$ cat src/rtl/div.sv
// Multi-cycle 32-bit radix-2 restoring divider for the DIV/DIVU instructions.
// The result is {remainder, quotient}. Execute holds start_i high until
// ready_o is seen, then drops it. annul_i abandons a division in flight.
module div (
    input  logic        clk,
    input  logic        rst,
    input  logic        signed_div_i,
    input  logic [31:0] opdata1_i,
    input  logic [31:0] opdata2_i,
    input  logic        start_i,
    input  logic        annul_i,
    output logic [63:0] result_o,
    output logic        ready_o
);

    typedef enum logic [1:0] {
        FREE   = 2'd0,
        BYZERO = 2'd1,
        ON     = 2'd2,
        END    = 2'd3
    } state_t;

    state_t      state_q, state_d;
    logic [5:0]  cnt_q, cnt_d;
    logic [64:0] work_q, work_d;
    logic [31:0] divisor_q, divisor_d;
    logic        negQuot_q, negQuot_d;
    logic        negRem_q, negRem_d;
    logic [63:0] result_q, result_d;
    logic        ready_q, ready_d;

    logic [31:0] dividendMag;
    logic [31:0] divisorMag;
    logic [32:0] diff;
    logic [31:0] quotient;
    logic [31:0] remainder;
    logic        abort;

    // Magnitudes are only taken in signed mode. Negating 0x80000000 yields
    // 0x80000000, which is the correct unsigned magnitude.
    assign dividendMag = (signed_div_i && opdata1_i[31]) ? (32'd0 - opdata1_i) : opdata1_i;
    assign divisorMag  = (signed_div_i && opdata2_i[31]) ? (32'd0 - opdata2_i) : opdata2_i;

    // Trial subtraction of the divisor from the partial remainder plus the
    // next dividend bit. The partial remainder is always below the divisor,
    // so bit 32 is a reliable borrow flag.
    assign diff = work_q[64:32] - {1'b0, divisor_q};

    // Sign fix-up of the final quotient and remainder.
    assign quotient  = negQuot_q ? (32'd0 - work_q[31:0])  : work_q[31:0];
    assign remainder = negRem_q  ? (32'd0 - work_q[64:33]) : work_q[64:33];

    // A flush kills anything; execute dropping start mid-operation does too.
    assign abort = annul_i || (!start_i && (state_q == ON || state_q == BYZERO));

    // State, iteration datapath and registered outputs.
    always_ff @(posedge clk or posedge rst) begin
        if (rst) begin
            state_q   <= FREE;
            cnt_q     <= 6'd0;
            work_q    <= 65'd0;
            divisor_q <= 32'd0;
            negQuot_q <= 1'b0;
            negRem_q  <= 1'b0;
            result_q  <= 64'd0;
            ready_q   <= 1'b0;
        end else begin
            state_q   <= state_d;
            cnt_q     <= cnt_d;
            work_q    <= work_d;
            divisor_q <= divisor_d;
            negQuot_q <= negQuot_d;
            negRem_q  <= negRem_d;
            result_q  <= result_d;
            ready_q   <= ready_d;
        end
    end

    // Next-state logic: operand capture in FREE, one restoring step per
    // cycle in ON, result delivery into END and the handshake back to FREE.
    always_comb begin
        state_d   = state_q;
        cnt_d     = cnt_q;
        work_d    = work_q;
        divisor_d = divisor_q;
        negQuot_d = negQuot_q;
        negRem_d  = negRem_q;
        result_d  = result_q;
        ready_d   = ready_q;

        if (abort) begin
            state_d  = FREE;
            cnt_d    = 6'd0;
            result_d = 64'd0;
            ready_d  = 1'b0;
        end else begin
            case (state_q)
                FREE: begin
                    if (start_i) begin
                        if (opdata2_i == 32'd0) begin
                            state_d = BYZERO;
                        end else begin
                            state_d   = ON;
                            cnt_d     = 6'd0;
                            work_d    = {32'd0, dividendMag, 1'b0};
                            divisor_d = divisorMag;
                            negQuot_d = signed_div_i && (opdata1_i[31] ^ opdata2_i[31]);
                            negRem_d  = signed_div_i && opdata1_i[31];
                        end
                    end
                end
                BYZERO: begin
                    state_d  = END;
                    result_d = 64'd0;
                    ready_d  = 1'b1;
                end
                ON: begin
                    if (cnt_q == 6'd32) begin
                        state_d  = END;
                        result_d = {remainder, quotient};
                        ready_d  = 1'b1;
                    end else begin
                        if (diff[32]) begin
                            work_d = {work_q[63:0], 1'b0};
                        end else begin
                            work_d = {diff[31:0], work_q[31:0], 1'b1};
                        end
                        cnt_d = cnt_q + 6'd1;
                    end
                end
                END: begin
                    if (!start_i) begin
                        state_d  = FREE;
                        cnt_d    = 6'd0;
                        result_d = 64'd0;
                        ready_d  = 1'b0;
                    end
                end
                default: begin
                    state_d  = FREE;
                    cnt_d    = 6'd0;
                    result_d = 64'd0;
                    ready_d  = 1'b0;
                end
            endcase
        end
    end

    assign result_o = result_q;
    assign ready_o  = ready_q;

endmodule

$ cat config.mk
export PLATFORM = sky130hd
export DESIGN_NAME = div
export DESIGN_NICKNAME = d
export VERILOG_FILES = /design/src/rtl/div.sv
export SDC_FILE = /design/constraint.sdc
export NUM_CORES = 1
export LEC_CHECK = 0
export ABC_AREA = 1
export CORE_ASPECT_RATIO = 0.75
export CORE_MARGIN = 2
export CORE_UTILIZATION = 59
export DETAILED_ROUTE_END_ITERATION = 7
export GPL_TIMING_DRIVEN = 0
export PLACE_DENSITY = 0.82
export REMOVE_ABC_BUFFERS = 1
export SLEW_MARGIN = 0
export SYNTH_ARGS = -nofsm -noshare
export SYNTH_HDL_FRONTEND = slang
export SYNTH_SLANG_ARGS = --single-unit
$ cat constraint.sdc
create_clock -name clk -period 7 [get_ports clk]
set_input_delay 1.05 -clock clk [delete_from_list [all_inputs] [get_ports clk]]
set_output_delay 1.05 -clock clk [all_outputs]
set_load 0.005 [all_outputs]
==> run_results.csv, run 1 <==
group,metric,value,unit
setup_path,cp-end-kind,"flop",
sta,worst_pin_slew,1.220,ns
logic_synthesis,synth_area_leaders,"dfrtp_1 31%, nand2_1 19%, inv_1 8.5%",
die,die-area,24420,um^2
setup_path,critPathRequiredTime,7.37,ns
cts,root_buffer,"clkbuf_16",
cts,cts_sinks,172,
logic_synthesis,avgSynthCellArea,6.336,um^2
setup_path,path_cells,"inv_1, ha_1, inv_2, nor2_4, inv_2, o21ai_2, nand3_4, inv_2, o21ai_0, o22ai_1",
setup_path,cp-endpoint,"work_q[24]",
sta,setup_viol,0,
logic_synthesis,synth_ff_type,"dfrtp_1",
outcome,status,"completed",
logic_synthesis,yosysTopAreaCellShare,31.48,%
setup_path,worst-path-stages,10,
routing,viasPerCell,5.676,
grt,grt_pass1_wl,67540,um
setup_path,r2r_start,"state_q[0]",
logic_synthesis,synth.ff_latch_count,172,
pwr,peakVddDrop,0.3995,mV
setup_path,timing.critical_path.buf_inv,4,
logic_synthesis,synth_edf_count,0,
finish,syn_to_final_growth,14.96,%
routing,ant_nets,0,
sta,slew_headroom,18.64,%
cts,cts_tree,"built",
die,core_area,22880,um^2
pwr,p_leak,8.131,nW
routing,first_pass_iters,8,
cts,cts_buffer_depth,2,
die,rows,48,
finish,final_area,15720,um^2
setup_path,crit_start,"state_q[0]",
setup_path,crit_arrival,5.25,ns
sta,worst_hold_slack,0.4826,ns
sta,setup_ws,2.123,ns
sta,finClkSkew,0.009633,ns
sta,hold_viol_final,0,
cts,cts_resized,0,
job,drv_cap,0,
cts,clock_latency,0.45,ns
placement,place_area,15110,um^2
setup_path,r2r_setup_slack,2.12,ns
placement,gp_congestion,0.9341,
grt,grt_pass1_vias,12880,
cts,numCtsBuffers,17,
logic_synthesis,synth_common_cells,"710 x nand2_1, 309 x inv_1, 203 x nand3_1",
sta,fin_crit,4.877,ns
setup_path,start_kind,"flop",
setup_path,critical_path_class,"reg -> reg",
routing,drt_wl_total,42650,um
setup_path,critPathSlowestCell,"ha_1",
routing,drc,0,
grt,gr-total-overflow,0,
setup_path,path_delay_family,"buffers and inverters",
cts,h-tree-depth,4,
placement,io_buffer_count,133,
finish,drive_above_1_share,4.027,%
logic_synthesis,synth.largest_area_cell,"dfrtp_1",
sta,finalCritPeriodShare,69.68,%
sta,drv_slew,0,
routing,wl_per_cell,16.65,um
cts,path_clk_slew,0.08,ns
finish,nNetsFinal,2360,
logic_synthesis,synth_area,13670,um^2
sta,rsz0062_at_grt,"no",
sta,timing.fmax,205.0,MHz
setup_path,worst_path_most_repeated_cell,"inv_2",
grt,grt_use_total,34.84,%
grt,antenna_found_initial,2,
grt,grt_max_degree,108,
routing,num_vias,14540,
die,io_pins,134,
die,die_h,135.8,um
cts,cts_hold_buf,0,
logic_synthesis,syn_inst,2158,
logic_synthesis,synth-seq-area-share,31.48,%
logic_synthesis,ys_warn_count,0,
setup_path,r2r_end,"work_q[24]",
cts,post-cts-setup-buffer-count,0,
worst_hold_path,hold_path_class,"reg -> reg",
die,die_width,179.8,um
setup_path,r2r_cells,10,
routing,drt_iter0_markers,1682,
placement,dp_hpwl,32290,um
placement,dp_slack,2.299,ns
logic_synthesis,ys_async_sr_fraction,100.0,%
logic_synthesis,ys_types,49,
die,start_util,59.76,%
logic_synthesis,yosysMostFrequentCell,"nand2_1",
setup_path,critPathMaxFanout,60,
setup_path,critPathMaxStageDelay,0.91,ns
pwr,power.density,332.1,nW/um^2
-- metal layers --
metal	track usage (%)	up-vias	share of wire (%)
li1	-	7040	-
met3	8.920	50	10
met5	0	-	0.030
met2	51.06	676	42
met4	6.459	2	1.2
met1	52.19	6768	46
-- layout make-up --
cell class | instances | area [um^2]
Multi-Input combinational cell | 1601 | 7848
Fill cell | 2050 | 7163
Sequential cell | 172 | 4304
Timing Repair Buffer | 135 | 1379
Inverter | 320 | 1209
Clock buffer | 17 | 425.4
Tap cell | 300 | 375.4
Clock inverter | 15 | 176.4
Antenna cell | 1 | 2.502
-- worst min-delay path by stage --
stage | from | to | slack [ns] | cells past startpoint
after global placement | result_o[53] | result_o[53] | 0.46 | 2
final | result_o[45] | result_o[45] | 0.48 | 2
after floorplan | divisor_q[27] | divisor_q[27] | 0.45 | 2
after detailed placement | result_o[45] | result_o[45] | 0.47 | 2
after global routing | result_o[45] | result_o[45] | 0.51 | 2
after CTS | result_o[45] | result_o[45] | 0.49 | 2
-- logic make-up (layout without fill, tap and decap cells) --
| family | Yosys count | count (layout) | share of synthesized area (%) |
|---|---|---|---|
| compound gates | 292 | 292 | 11.78 |
| buf+inv | 385 | 487 | 11.15 |
| simple gates | 1207 | 1207 | 37.79 |
| other cells | 0 | 1 | 0 |
| flops | 172 | 172 | 31.48 |
| xor+xnor | 57 | 57 | 3.651 |
| fa+ha+maj | 44 | 44 | 4.081 |
| mux | 1 | 1 | 0.07321 |
-- metrics by stage --
step                      power, mW  std cells  util (%)  setup TNS [ns]
final                         5.221       2561     68.70               0
after global routing          5.594       2560     68.68               0
after CTS                     5.173       2560     68.68               0
after detailed placement      4.152       2528     66.05               0
after global placement        4.050       2526     65.80         -179.32
after floorplan               3.187       2093         -               0
-- power breakdown --
| group | leakage, nW | switching, mW | total [mW] | internal [mW] |
|---|---|---|---|---|
| registers | 2.28 | 0.283 | 1.57 | 1.29 |
| clock network | 0.284 | 0.458 | 0.998 | 0.540 |
| logic | 5.57 | 1.77 | 2.65 | 0.878 |
| total | 8.13 | 2.51 | 5.22 | 2.71 |
-- registers in the layout, summed over array words and instances (netlist names) --
register and flops:
cnt_q 6, divisor_q 32, negQuot_q 1, negRem_q 1
ready_o 1, result_o 64, state_q 2, work_q 65
-- worst reg2reg max path: stages, from the launching register on --
cell and delay [ns]:
dfrtp_1 0.40, inv_1 0.14, ha_1 0.91, inv_2 0.69
nor2_4 0.42, inv_2 0.08, o21ai_2 0.16, nand3_4 0.60
inv_2 0.91, o21ai_0 0.32, o22ai_1 0.17
-- cells in the final DEF, fill, tap and decap left out, types with 38 or more instances in the layout --
cell               n
ha_1              43
nor2_1           176
nand2_1          709
dfrtp_1          172
xor2_1            38
clkdlybuf4s50_1  133
nand3_1          203
a21oi_1           76
inv_1            308
o21ai_0          146
No activity file was read; power rests on OpenSTA's default activity.
==> run 2, diff against run 1 <==
--- a/config.mk
+++ b/config.mk
@@ -8,10 +8,10 @@
 export ABC_AREA = 1
 export CORE_ASPECT_RATIO = 0.75
 export CORE_MARGIN = 2
-export CORE_UTILIZATION = 59
+export CORE_UTILIZATION = 53
 export DETAILED_ROUTE_END_ITERATION = 7
 export GPL_TIMING_DRIVEN = 0
-export PLACE_DENSITY = 0.82
+export PLACE_DENSITY = 0.78
 export REMOVE_ABC_BUFFERS = 1
 export SLEW_MARGIN = 0
 export SYNTH_ARGS = -nofsm -noshare
==> constraint.sdc (replaced) <==
create_clock -name clk -period 4.2 [get_ports clk]
set_input_delay 0.63 -clock clk [delete_from_list [all_inputs] [get_ports clk]]
set_output_delay 0.63 -clock clk [all_outputs]
set_load 0.005 [all_outputs]
==> run_results.csv, run 2 (same netlist as run 1, synthesis figures left out) <==
group,metric,value,unit
outcome,status,"completed",
sta,timing.fmax,250.0,MHz
finish,layout_commonest_cell,"nand2_1",
setup_path,critPathMaxFanout,52,
setup_path,cp-end-kind,"flop",
grt,grt_max_degree,100,
placement,gp_congestion,0.9276,
grt,grt_pass1_wl,67650,um
cts,cts_hold_buf,0,
worst_hold_path,hold_path_class,"reg -> reg",
pwr,power.density,546.1,nW/um^2
finish,syn_to_final_growth,15.19,%
pwr,p_comb_share,51.6,%
job,drv_cap,0,
sta,finClkSkew,0.01097,ns
finish,fin_cells,2599,
finish,largest_reg_flops,65,
die,core_area,25150,um^2
die,die_h,143.1,um
routing,drt_iter0_markers,1726,
pwr,seq_power_share,30.5,%
cts,clock_latency,0.45,ns
sta,fin_crit,4.000,ns
routing,drc,0,
die,die_width,189.5,um
pwr,internal_power,4.446,mW
routing,wl_per_cell,16.53,um
setup_path,critPathRequiredTime,4.53,ns
sta,hold_viol_final,0,
sta,finalCritPeriodShare,95.24,%
finish,drive_above_1_share,4.113,%
sta,rsz0062_at_grt,"yes",
routing,viasPerCell,5.539,
pwr,switching_share,48.31,%
routing,drt_wl_total,42960,um
cts,path_clk_slew,0.07,ns
finish,nNetsFinal,2361,
grt,gr-total-overflow,0,
grt,antenna_found_initial,0,
cts,cts_tree,"built",
placement,place_inst,2566,
cts,post-cts-setup-buffer-count,0,
cts,cts_sinks,172,
sta,slew_headroom,17.83,%
grt,grt_pass1_vias,12690,
die,rows,50,
pwr,peakVddDrop,0.6208,mV
sta,worst_pin_slew,1.230,ns
cts,cts_buffer_depth,2,
die,io_pins,134,
die,start_util,54.37,%
finish,layout_common_cells,"709 x nand2_1, 308 x inv_1, 203 x nand3_1",
routing,ant_nets,0,
routing,num_vias,14400,
cts,numCtsBuffers,17,
finish,max_flop_register,"work_q",
setup_path,start_kind,"flop",
die,die-area,27110,um^2
finish,antennaDiodeCount,0,
pwr,pwr-share-clk,17.9,%
setup_path,critical_path_class,"reg -> reg",
sta,setup_viol,0,
pwr,p_leak,8.123,nW
sta,tns,0,ns
placement,io_buffer_count,133,
sta,drv_slew,0,
finish,final_core_utilization,62.63,%
placement,dp_hpwl,32820,um
grt,grt_use_total,31.88,%
routing,first_pass_iters,6,
cts,root_buffer,"clkbuf_16",
setup_path,crit_arrival,4.33,ns
cts,h-tree-depth,4,
pwr,power.net_switching,4.155,mW
[run 2: cell count changes in the layout (fill, tap and decap cells not counted), sizes merged]
cell,delta
bufinv,-2
clkbuf,+4
clkinv,+8
clkinvlp,-2
diode,-1
inv,-8
nor2,+1
[run 2: metrics by stage]
step | instance area [um^2] | setup slack (ns) | hold slack [ns] | total power, mW
floorplan | 13350 | -1.090 | 0.4491 | 5.311
global placement | 15100 | -3.554 | 0.4620 | 6.779
detailed placement | 15160 | -0.5516 | 0.4664 | 6.941
CTS | 15740 | 0.1798 | 0.4851 | 8.495
global route | 15750 | -0.02793 | 0.4994 | 9.243
finish | 15750 | 0.2000 | 0.4821 | 8.601
[run 2: cell type report]
cell class / count / area [um^2]
fill: 2436 / 9399
inverter: 320 / 1216
multi-input combinational: 1602 / 7861
timing repair buffer: 135 / 1379
clock inverter: 11 / 86.33
tap: 338 / 422.9
clock buffer: 21 / 480.5
sequential: 172 / 4304
[run 2: power groups by stage]
stage / sequential, mW / combinational [mW] / clock (mW)
3_3_place_gp: 2.61 / 4.17 / 0
2_1_floorplan: 2.52 / 2.79 / 0
5_1_grt: 2.68 / 4.94 / 1.62
3_5_place_dp: 2.63 / 4.31 / 0
4_1_cts: 2.60 / 4.34 / 1.55
6_report: 2.62 / 4.44 / 1.54
[run 2: path summary, 6_finish.rpt]
kind,from,end,slack [ns],cells past startpoint
setup / recovery,state_q[0],result_o[37],0.20,8
hold / removal,result_o[61],result_o[61],0.48,2
setup reg to reg,state_q[0],result_o[37],0.20,8
hold reg to reg,result_o[61],result_o[61],0.48,2
max in group asynchronous,rst,divisor_q[1],2.67,3
min in group asynchronous,rst,result_o[54],0.63,2
[run 2: critical path, stage by stage, from the launching register on]
cell	delay, ns
dfrtp_1	0.40
inv_1	0.14
ha_2	0.61
inv_4	0.39
nor2_4	0.30
a21oi_2	0.11
nand2_1	0.90
inv_2	0.61
a32o_1	0.39
[run 2: metal layers]
layer,up-vias,track usage (%),wire length [um]
li1,7036,-,-
met1,6688,48.09,20450
met2,628,46.67,17770
met3,43,7.275,4244
met4,0,6.161,492
met5,-,0,0
[run 2: what timing repair did]
action | 4_1_cts | 5_1_grt
resized for setup | 3 | 2
gates cloned | 0 | 1
endpoints found under the setup margin | 85 | 39
pin swaps | 1 | 0
